==> src/rtl/vx_csr_pkg.sv <==
// -----------------------------------------------------------------------------
// vx_csr_pkg
//   Shared definitions for the scratch-CSR pipeline unit.
//
//   Contents:
//     csr_op_e       - request opcode encoding (RW / RS / RC / RD)
//     csr_entry_t    - one pipeline slot: {valid, wid, rd, addr_idx, we, err,
//                      old, new_val}
//     csr_apply_op   - computes the value a request would leave in the CSR
//     csr_op_writes  - decides whether an opcode/operand pair writes at all
//
//   Field widths in csr_entry_t are fixed maxima so the struct can live in a
//   package; the top zero-extends warp ids and addresses into them.
// -----------------------------------------------------------------------------
package vx_csr_pkg;

    localparam int CSR_DATA_W = 32;
    localparam int CSR_ADDR_W = 12;
    localparam int CSR_RD_W   = 5;
    // Warp id storage width inside a pipeline entry; covers up to 256 warps.
    localparam int CSR_WID_W  = 8;

    typedef enum logic [1:0] {
        CSR_OP_RW = 2'd0,
        CSR_OP_RS = 2'd1,
        CSR_OP_RC = 2'd2,
        CSR_OP_RD = 2'd3
    } csr_op_e;

    typedef struct packed {
        logic                  valid;
        logic [CSR_WID_W-1:0]  wid;
        logic [CSR_RD_W-1:0]   rd;
        logic [CSR_ADDR_W-1:0] addr_idx;
        logic                  we;
        logic                  err;
        logic [CSR_DATA_W-1:0] old;
        logic [CSR_DATA_W-1:0] new_val;
    } csr_entry_t;

    function automatic logic [CSR_DATA_W-1:0] csr_apply_op(
        input csr_op_e               op,
        input logic [CSR_DATA_W-1:0] old_val,
        input logic [CSR_DATA_W-1:0] operand
    );
        logic [CSR_DATA_W-1:0] res;
        case (op)
            CSR_OP_RW: res = operand;
            CSR_OP_RS: res = old_val | operand;
            CSR_OP_RC: res = old_val & ~operand;
            default:   res = old_val;
        endcase
        return res;
    endfunction

    // Set/clear with a zero mask is a pure read and must not write.
    function automatic logic csr_op_writes(
        input csr_op_e               op,
        input logic [CSR_DATA_W-1:0] operand
    );
        logic res;
        case (op)
            CSR_OP_RW: res = 1'b1;
            CSR_OP_RS,
            CSR_OP_RC: res = (operand != '0);
            default:   res = 1'b0;
        endcase
        return res;
    endfunction

endpackage

==> src/rtl/vx_csr_bank.sv <==
// -----------------------------------------------------------------------------
// vx_csr_bank
//   Flat storage for all per-warp scratch CSRs (NUM_WARPS*NUM_CSRS words).
//   One asynchronous read port, one synchronous write port. Every word is
//   cleared by the synchronous active-high reset.
//
//   Ports:
//     clk    - clock
//     reset  - synchronous active-high reset, clears all words
//     we     - write enable
//     waddr  - write word index
//     wdata  - write data
//     raddr  - read word index (out-of-range indices read as zero)
//     rdata  - asynchronous read data
// -----------------------------------------------------------------------------
module vx_csr_bank
    import vx_csr_pkg::*;
#(
    parameter int DEPTH  = 32,
    parameter int IDX_W  = 5,
    parameter int DATA_W = CSR_DATA_W
) (
    input  logic              clk,
    input  logic              reset,
    input  logic              we,
    input  logic [IDX_W-1:0]  waddr,
    input  logic [DATA_W-1:0] wdata,
    input  logic [IDX_W-1:0]  raddr,
    output logic [DATA_W-1:0] rdata
);

    logic [DATA_W-1:0] mem_q [DEPTH];
    logic [DATA_W-1:0] mem_d [DEPTH];

    always_comb begin
        mem_d = mem_q;
        if (we && (int'(waddr) < DEPTH)) begin
            mem_d[waddr] = wdata;
        end
    end

    always_ff @(posedge clk) begin
        if (reset) begin
            for (int i = 0; i < DEPTH; i++) begin
                mem_q[i] <= '0;
            end
        end else begin
            mem_q <= mem_d;
        end
    end

    // Requests to unmapped CSRs may form an index past the array end.
    assign rdata = (int'(raddr) < DEPTH) ? mem_q[raddr] : '0;

endmodule

==> src/rtl/vx_csr_pipe_unit.sv <==
// -----------------------------------------------------------------------------
// vx_csr_pipe_unit
//   Pipelined per-warp scratch-CSR unit. A request reads the old CSR value in
//   its accept cycle, travels through a STAGES-deep pipeline, and commits its
//   write in the cycle its response fires. A stalled response freezes the
//   whole pipeline, write commit included.
//
//   Build option (macro CSR_PIPE_FWD_EN):
//     defined   - old value forwarded from the youngest in-flight writing
//                 entry with the same warp/address; no hazard stall.
//     undefined - no forwarding; a request stalls while a matching writing
//                 entry is still in flight.
//   Both builds produce identical architectural results.
//
//   Ports:
//     clk, reset          - clock, synchronous active-high reset
//     req_valid/req_ready - request handshake
//     req_wid             - warp id
//     req_op              - 0=RW, 1=RS, 2=RC, 3=RD
//     req_addr            - 12-bit CSR address
//     req_data            - write / set / clear operand
//     req_rd              - destination register tag, returned with response
//     rsp_valid/rsp_ready - response handshake
//     rsp_wid, rsp_rd     - echoed warp id and destination tag
//     rsp_data            - old CSR value (zero on error)
//     rsp_err             - address outside the scratch range
//     pending             - per-warp "request in flight" flags
// -----------------------------------------------------------------------------
module vx_csr_pipe_unit
    import vx_csr_pkg::*;
#(
    parameter int          NUM_WARPS = 4,
    parameter int          NUM_CSRS  = 8,
    parameter logic [11:0] CSR_BASE  = 12'h7C0,
    parameter int          STAGES    = 2,
    parameter int          NW_BITS   = (NUM_WARPS > 1) ? $clog2(NUM_WARPS) : 1
) (
    input  logic                 clk,
    input  logic                 reset,

    input  logic                 req_valid,
    output logic                 req_ready,
    input  logic [NW_BITS-1:0]   req_wid,
    input  logic [1:0]           req_op,
    input  logic [11:0]          req_addr,
    input  logic [31:0]          req_data,
    input  logic [4:0]           req_rd,

    output logic                 rsp_valid,
    input  logic                 rsp_ready,
    output logic [NW_BITS-1:0]   rsp_wid,
    output logic [4:0]           rsp_rd,
    output logic [31:0]          rsp_data,
    output logic                 rsp_err,

    output logic [NUM_WARPS-1:0] pending
);

    localparam int DEPTH = NUM_WARPS * NUM_CSRS;
    localparam int IDX_W = (DEPTH > 1) ? $clog2(DEPTH) : 1;
    localparam int CNT_W = $clog2(STAGES + 1) + 1;

    csr_entry_t pipe_q [STAGES];
    csr_entry_t pipe_d [STAGES];
    csr_entry_t acc_entry;

    logic [CNT_W-1:0] cnt_q [NUM_WARPS];
    logic [CNT_W-1:0] cnt_d [NUM_WARPS];

    csr_op_e               req_op_e;
    logic [CSR_ADDR_W-1:0] req_off;
    logic [CSR_WID_W-1:0]  req_wid_ext;
    logic                  req_in_range;
    logic                  accept;
    logic                  rsp_fire;
    logic                  rsp_stall;
    logic                  hazard_stall;
    logic [31:0]           old_sel;

    logic [IDX_W-1:0]      bank_raddr;
    logic [IDX_W-1:0]      bank_waddr;
    logic [31:0]           bank_rdata;
    logic                  bank_we;

    // ---------------- request decode ----------------
    assign req_op_e     = csr_op_e'(req_op);
    assign req_off      = req_addr - CSR_BASE;
    assign req_wid_ext  = CSR_WID_W'(req_wid);
    assign req_in_range = ({1'b0, req_addr} >= {1'b0, CSR_BASE}) &&
                          ({1'b0, req_addr} <  ({1'b0, CSR_BASE} + 13'(NUM_CSRS)));

    assign rsp_valid = pipe_q[STAGES-1].valid;
    assign rsp_stall = rsp_valid && !rsp_ready;
    assign rsp_fire  = rsp_valid && rsp_ready;
    assign req_ready = !rsp_stall && !hazard_stall;
    assign accept    = req_valid && req_ready;

    assign bank_raddr = IDX_W'(int'(req_wid) * NUM_CSRS + int'(req_off));

    // Old-value selection. The loop walks oldest to youngest so that, when
    // forwarding, the youngest matching writer wins. The entry firing this
    // cycle is still in pipe_q, so its pending write is covered as well.
    always_comb begin
        old_sel      = bank_rdata;
        hazard_stall = 1'b0;
        for (int i = STAGES - 1; i >= 0; i--) begin
            if (pipe_q[i].valid && pipe_q[i].we && req_in_range &&
                (pipe_q[i].wid == req_wid_ext) &&
                (pipe_q[i].addr_idx == req_off)) begin
`ifdef CSR_PIPE_FWD_EN
                old_sel = pipe_q[i].new_val;
`else
                hazard_stall = 1'b1;
`endif
            end
        end
        if (!req_in_range) begin
            old_sel = '0;
        end
    end

    always_comb begin
        acc_entry          = '0;
        acc_entry.valid    = accept;
        acc_entry.wid      = req_wid_ext;
        acc_entry.rd       = req_rd;
        acc_entry.addr_idx = req_off;
        acc_entry.err      = !req_in_range;
        acc_entry.we       = req_in_range && csr_op_writes(req_op_e, req_data);
        acc_entry.old      = old_sel;
        acc_entry.new_val  = csr_apply_op(req_op_e, old_sel, req_data);
    end

    // ---------------- pipeline stages ----------------
    // No bubble collapsing: a stalled response holds every stage.
    always_comb begin
        pipe_d = pipe_q;
        if (!rsp_stall) begin
            pipe_d[0] = acc_entry;
            for (int i = 1; i < STAGES; i++) begin
                pipe_d[i] = pipe_q[i-1];
            end
        end
    end

    always_ff @(posedge clk) begin
        for (int i = 0; i < STAGES; i++) begin
            pipe_q[i] <= pipe_d[i];
            if (reset) begin
                pipe_q[i].valid <= 1'b0;
            end
        end
    end

    // ---------------- response / commit ----------------
    assign rsp_wid  = pipe_q[STAGES-1].wid[NW_BITS-1:0];
    assign rsp_rd   = pipe_q[STAGES-1].rd;
    assign rsp_data = pipe_q[STAGES-1].old;
    assign rsp_err  = pipe_q[STAGES-1].err;

    assign bank_we    = rsp_fire && pipe_q[STAGES-1].we;
    assign bank_waddr = IDX_W'(int'(pipe_q[STAGES-1].wid) * NUM_CSRS +
                               int'(pipe_q[STAGES-1].addr_idx));

    vx_csr_bank #(
        .DEPTH  (DEPTH),
        .IDX_W  (IDX_W),
        .DATA_W (CSR_DATA_W)
    ) u_bank (
        .clk    (clk),
        .reset  (reset),
        .we     (bank_we),
        .waddr  (bank_waddr),
        .wdata  (pipe_q[STAGES-1].new_val),
        .raddr  (bank_raddr),
        .rdata  (bank_rdata)
    );

    // ---------------- per-warp in-flight tracking ----------------
    always_comb begin
        for (int w = 0; w < NUM_WARPS; w++) begin
            cnt_d[w] = cnt_q[w];
            if ((accept && (req_wid == NW_BITS'(w))) &&
                !(rsp_fire && (rsp_wid == NW_BITS'(w)))) begin
                cnt_d[w] = cnt_q[w] + CNT_W'(1);
            end else if (!(accept && (req_wid == NW_BITS'(w))) &&
                         (rsp_fire && (rsp_wid == NW_BITS'(w)))) begin
                cnt_d[w] = cnt_q[w] - CNT_W'(1);
            end
        end
    end

    always_ff @(posedge clk) begin
        for (int w = 0; w < NUM_WARPS; w++) begin
            if (reset) begin
                cnt_q[w] <= '0;
            end else begin
                cnt_q[w] <= cnt_d[w];
            end
        end
    end

    always_comb begin
        for (int w = 0; w < NUM_WARPS; w++) begin
            pending[w] = (cnt_q[w] != '0);
        end
    end

endmodule

==> config.mk <==
export PLATFORM = sky130hd
export DESIGN_NAME = vx_csr_pipe_unit
export DESIGN_NICKNAME = d
export VERILOG_FILES = /design/src/rtl/vx_csr_pkg.sv /design/src/rtl/vx_csr_bank.sv /design/src/rtl/vx_csr_pipe_unit.sv
export SDC_FILE = /design/constraint.sdc
export NUM_CORES = 2
export LEC_CHECK = 0
export BUFFER_PORTS_ARGS = -buffer_cell sky130_fd_sc_hd__buf_2
export CORE_MARGIN = 2
export CORE_UTILIZATION = 57
export DETAILED_ROUTE_END_ITERATION = 12
export PLACE_DENSITY = 0.79
export SETUP_SLACK_MARGIN = 0.02
export SYNTH_ARGS = -nofsm -noshare
export SYNTH_HDL_FRONTEND = slang
export SYNTH_SLANG_ARGS = --single-unit
==> constraint.sdc <==
create_clock -name clk -period 4.2 [get_ports clk]
set_clock_uncertainty 0.05 [all_clocks]
set_input_delay 0.42 -clock clk [delete_from_list [all_inputs] [get_ports clk]]
set_output_delay 0.42 -clock clk [all_outputs]
set_load 0.02 [all_outputs]
== Word-level counts from Yosys, hierarchy flattened ==
Memory sizes are Yosys's and may differ from the RTL's.
Index checks and enable logic that the tools add are counted.
Word-level totals
  memories: 1
  bits in registers: 1196
  memory bits (writable): 12
  output and inout bits: 46
Memory list
  cnt_q: words 4, width 3, read ports 4, clocked after Yosys merged registers in 0, wr ports 4, line vx_csr_pipe_unit.sv:67  | logic [CNT_W-1:0] cnt_q [NUM_WARPS];
Cells by class
  eq/ne operators: 12
  magnitude comparators: 5
  reduce and logical (&&, ||, !) cells: 53
  multiplexer cells: 26
  add/subtract/negate cells: 11
  bitwise operators: 9
Operator list (count)
  1024-bit bitwise mux: 1
  32-bit binary-select mux with 5-bit select: 1
  32-bit demux with 5-bit select: 1
  32-bit two-way mux: 4
  32-bit case mux with 3 select lines: 1
  3-bit two-way mux: 12
  32-bit AND: 1
  1-bit logical AND: 32
  32-bit NOT: 1
  32-bit OR: 1
  32-bit nonzero test: 1
  12-bit equality test: 2
  3-bit by 1-bit adder with 3-bit output, second input constant: 4
  12-bit by 11-bit greater-or-equal comparator with 1-bit output, second input constant: 1
  6-bit greater-or-equal comparator, second input constant: 2
  1-bit logical NOT: 12
  12-bit by 11-bit < comparator with 1-bit output, second input constant: 1
  5-bit NOT with 6-bit output: 2
  3-bit nonzero test: 4
  12-bit by 11-bit subtractor with 12-bit output, second input constant: 1
  3-bit by 1-bit subtractor with 3-bit output, second input constant: 4
  5-bit adder: 2
  2-bit equality test, second input constant: 5
  2-bit by 1-bit equality test with 1-bit output, second input constant: 3
  other kinds (7): 17

== Logic depth before layout (Yosys ltp) ==
  word-level depth: 16
  mapped depth: 15

== Hierarchy ==
From an unflattened synthesis, not the netlist that was laid out.
Second synthesis, totals
  cell total of the unflattened synthesis: 6328
  area total of the unflattened synthesis: 51993.6 sq um
Modules (own cells, without submodules)
  vx_csr_bank: cells each 5755, seq. area each 20499.7 sq um, area an instance 44103.5 sq um, times used 1
  vx_csr_pipe_unit: cells each 573, seq. area each 5385.2 sq um, area an instance 7890.1 sq um, times used 1

== Worst setup path after synthesis ==
Ideal clock, no wire load.
  path kind: reg2reg
  from: reg pipe_q (netlist bit rsp_valid)
  to: reg pipe_q[0] in the netlist's numbering, enable pin
  data arrival time: 3.900 ns
  slack: -0.273 ns
  required time: 3.627 ns
  cell stages (with the launch flop): 3
  cells stage by stage: dfxtp_1 nor2b_1 inv_1
On the way
  longest elaborated chain between the ends: 1
Ends and longest elaborated chain
  start: declaration: line vx_csr_pipe_unit.sv:63  | csr_entry_t pipe_q [STAGES];
  start signal: indexed assignment: line vx_csr_pipe_unit.sv:148  | pipe_q[i] <= pipe_d[i];
  1-bit logical AND: line vx_csr_pipe_unit.sv:93  | assign rsp_stall = rsp_valid && !rsp_ready;
No other way between the ends.
A chain may end at the register's enable or synchronous reset.

==> flow_summary.toml <==
[status]
outcome = "finished, final reports clean"

[placement]
dp_hpwl_mm = 94.6
placedCellCount = 6622
place_congestion = 0.933
port_buffers = 102

[sta]
worstMarginPinSlew_ns = 1.08
slew_violations = 0
setup_viol = 0
max_slew_margin = 0.282
hold_violations = 0
period_needed_ns = 3.78
max_freq_ghz = 0.264
fin_tns_setup_ns = 0
finalCritPeriodShare = 0.901
rsz0062_at_grt = "false"
hold-worst-slack_ns = 0.0609

[clock_network]
cts_sinks = 1208
path_clk_slew_ns = 0.06
tritoncts = "built"
cts-root-buf = "clkbuf_16"
numCtsBuffers = 115
clk_latency_ns = 0.73
cts_setup_buffers = 0
cts_max_level = 3
clock_path_buffers = 3

[synth]
synth_area_sq_um = 51600
ys_types = 62
synth_common_cells = "2,107 x nand2_1, 1,059 x a21oi_1, 1,038 x dfxtp_1"
yosysMostFrequentCell = "nand2_1"
synth_edf_count = 170
synth-main-ff-cell = "dfxtp_1"
synth-simple-area-share = 0.173
synthAdderAreaFrac = 0.00422
synth-seq-cells = 1208
synth_top_family_by_area = "simple AND/OR/NAND/NOR gates"
ys_seq_area_frac = 0.502
synth_xor_xnor_area_share = 0.00803
synth_top_area_share = 0.403
synth_top_cell_by_area = "dfxtp_1"
synthCells = 5723
ys_warn_count = 0
syn-num-nets = 5795
synth_area_leaders = "dfxtp_1 40%, nand2_1 15%, mux4_2 11%"
synth_mux_area_frac = 0.138
async_flop_share = 0
syn_avg_cell_area_sq_um = 9.01
synth-compound-area-share = 0.124

[hold_path]
hp-class = "in2reg"
hold_depth = 2
hold_end = "pipe_q[117]"
hp-start = "req_data[25]"

[layout]
fin_cells = 6844
syn_to_final_growth_pct = 9.85
drive_above_1_share = 0.141
fin_nets = 5647
nFillCells = 6945
n_antenna_cell = 0

[detailed_routing]
drc = 0
drt-vias-per-instance = 6.33
wl_per_cell_microns = 23.8
via_count = 43293
drt_iter0_drc = 6374
drtPass1Iterations = 8
ant_nets = 0
wl_mm = 163

[floorplanning]
die_y_microns = 305
die-area_sq_um = 92900
core_area_sq_um = 89900
initial_utilization = 0.574
die_w_microns = 305
ios = 103
row_count = 110

[critical_path]
end_kind = "output port"
worstPathMaxFanout = 7
crit_type = "in2out"
required_ns = 3.73
r2r-end = "cnt_q[3][2]"
r2r-start = "pipe_q[68]"
cp.arrival_ns = 3.31
cp-start-kind = "input pin"
reg2reg_slack_ns = 0.89
reg2reg_depth = 12

[power_and_ir_drop]
power_density_nw_per_um2 = 431
max-vdd-ir-drop_v = 0.000357
p_leak_nw = 19.0

[grt]
use_met2 = 0.529
grt_busiest_layer = "met2"
track_usage = 0.342
use_met3 = 0.0953
overflow = 0
antenna_found_initial = 5
met1_usage = 0.429
grt_pass1_wl_mm = 245
grt_pass1_vias = 41777
grt_max_degree = 149

[job]
drv_cap = 0
critical path, cell delays in order:
cell	delay, ns
dlygate4sd3_1	0.54
buf_2	0.17
ha_1	0.36
xor2_1	0.16
nor4_1	0.27
o2111ai_1	0.16
a2111oi_0	0.62
a21o_1	0.33
a21oi_1	0.09
buf_2	0.18
cells by family after synthesis:
| logic type | Yosys count |
|---|---|
| fa+ha+maj | 15 |
| mux | 391 |
| flops | 1208 |
| simple gates | 2304 |
| buf+inv | 565 |
| compound gates | 1197 |
| xor+xnor | 43 |
cells in the final DEF, fill, tap and decap left out, types with 19 or more instances in the layout:
cell	instances
nand2_1	2107
buf_2	98
dfxtp_1	1038
edfxtp_1	170
mux4_2	253
xor2_1	27
nor2_1	54
a211oi_1	22
clkbuf_16	119
clkinv_2	19
buf_12	21
mux2i_1	110
clkbuf_8	34
a21oi_1	1059
clkbuf_1	22
a22oi_1	28
nor2_2	32
mux2_2	28
o22a_1	30
nor2b_1	36
buf_4	151
through the flow:
stage	total power (W)	utilization	instance area [sq um]	setup WS (ns)
after floorplan	0.0133	-	51600	0.293
after global placement	0.0139	0.586	52600	0.750
after detailed placement	0.0140	0.586	52600	0.619
after CTS	0.0244	0.630	56600	0.466
after global routing	0.0250	0.630	56600	0.215
final	0.0244	0.630	56600	0.417
per-layer routing:
metal  vias to the layer above  part of all wire
li1                      18983                 -
met1                     20667              0.35
met2                      3076              0.44
met3                       559              0.14
met4                         8             0.062
met5                         -           0.00035
what timing repair did:
| item | 4_1_cts | 5_1_grt |
|---|---|---|
| hold endpoints to repair | 12 | 0 |
| hold buffers | 12 | 0 |
| setup endpoints to repair | 0 | 0 |
| resized for setup | 0 | 0 |
sequential cells by signal, summed over array words and instances (netlist names):
register and cells:
rsp_wid 2, cnt_q 12, rsp_data 32, u_bank.mem_q 1024, rsp_rd 5, pipe_q 131
rsp_err 1, rsp_valid 1
how the worst max path moves through the flow:
stage	start	to	slack, ns	cells after the start
floorplan	rsp_valid	pipe_q[0]	0.29	2
global placement	req_addr[6]	cnt_q[0][2]	0.75	14
detailed placement	req_addr[6]	cnt_q[1][2]	0.62	14
CTS	req_addr[6]	req_ready	0.47	10
global route	req_addr[6]	req_ready	0.21	10
finish	req_addr[6]	req_ready	0.42	10
layout make-up:
cell class / count / area (sq um) / area share
multi-input combinational: 3950 / 23100 / 0.408
inverter: 14 / 56.3 / 0.000994
sequential: 1208 / 25900 / 0.457
timing repair buffer: 286 / 2220 / 0.0393
tap: 1176 / 1470 / 0.0260
clock inverter: 34 / 347 / 0.00612
clock buffer: 176 / 3530 / 0.0624
where the power goes:
part | total (W) | internal, W | switching (W)
sequential | 0.0120 | 0.0119 | 0.000101
clock | 0.0106 | 0.00608 | 0.00454
combinational | 0.00184 | 0.000470 | 0.00137
total | 0.0244 | 0.0184 | 0.00601
No activity file was read; power rests on OpenSTA's default activity.
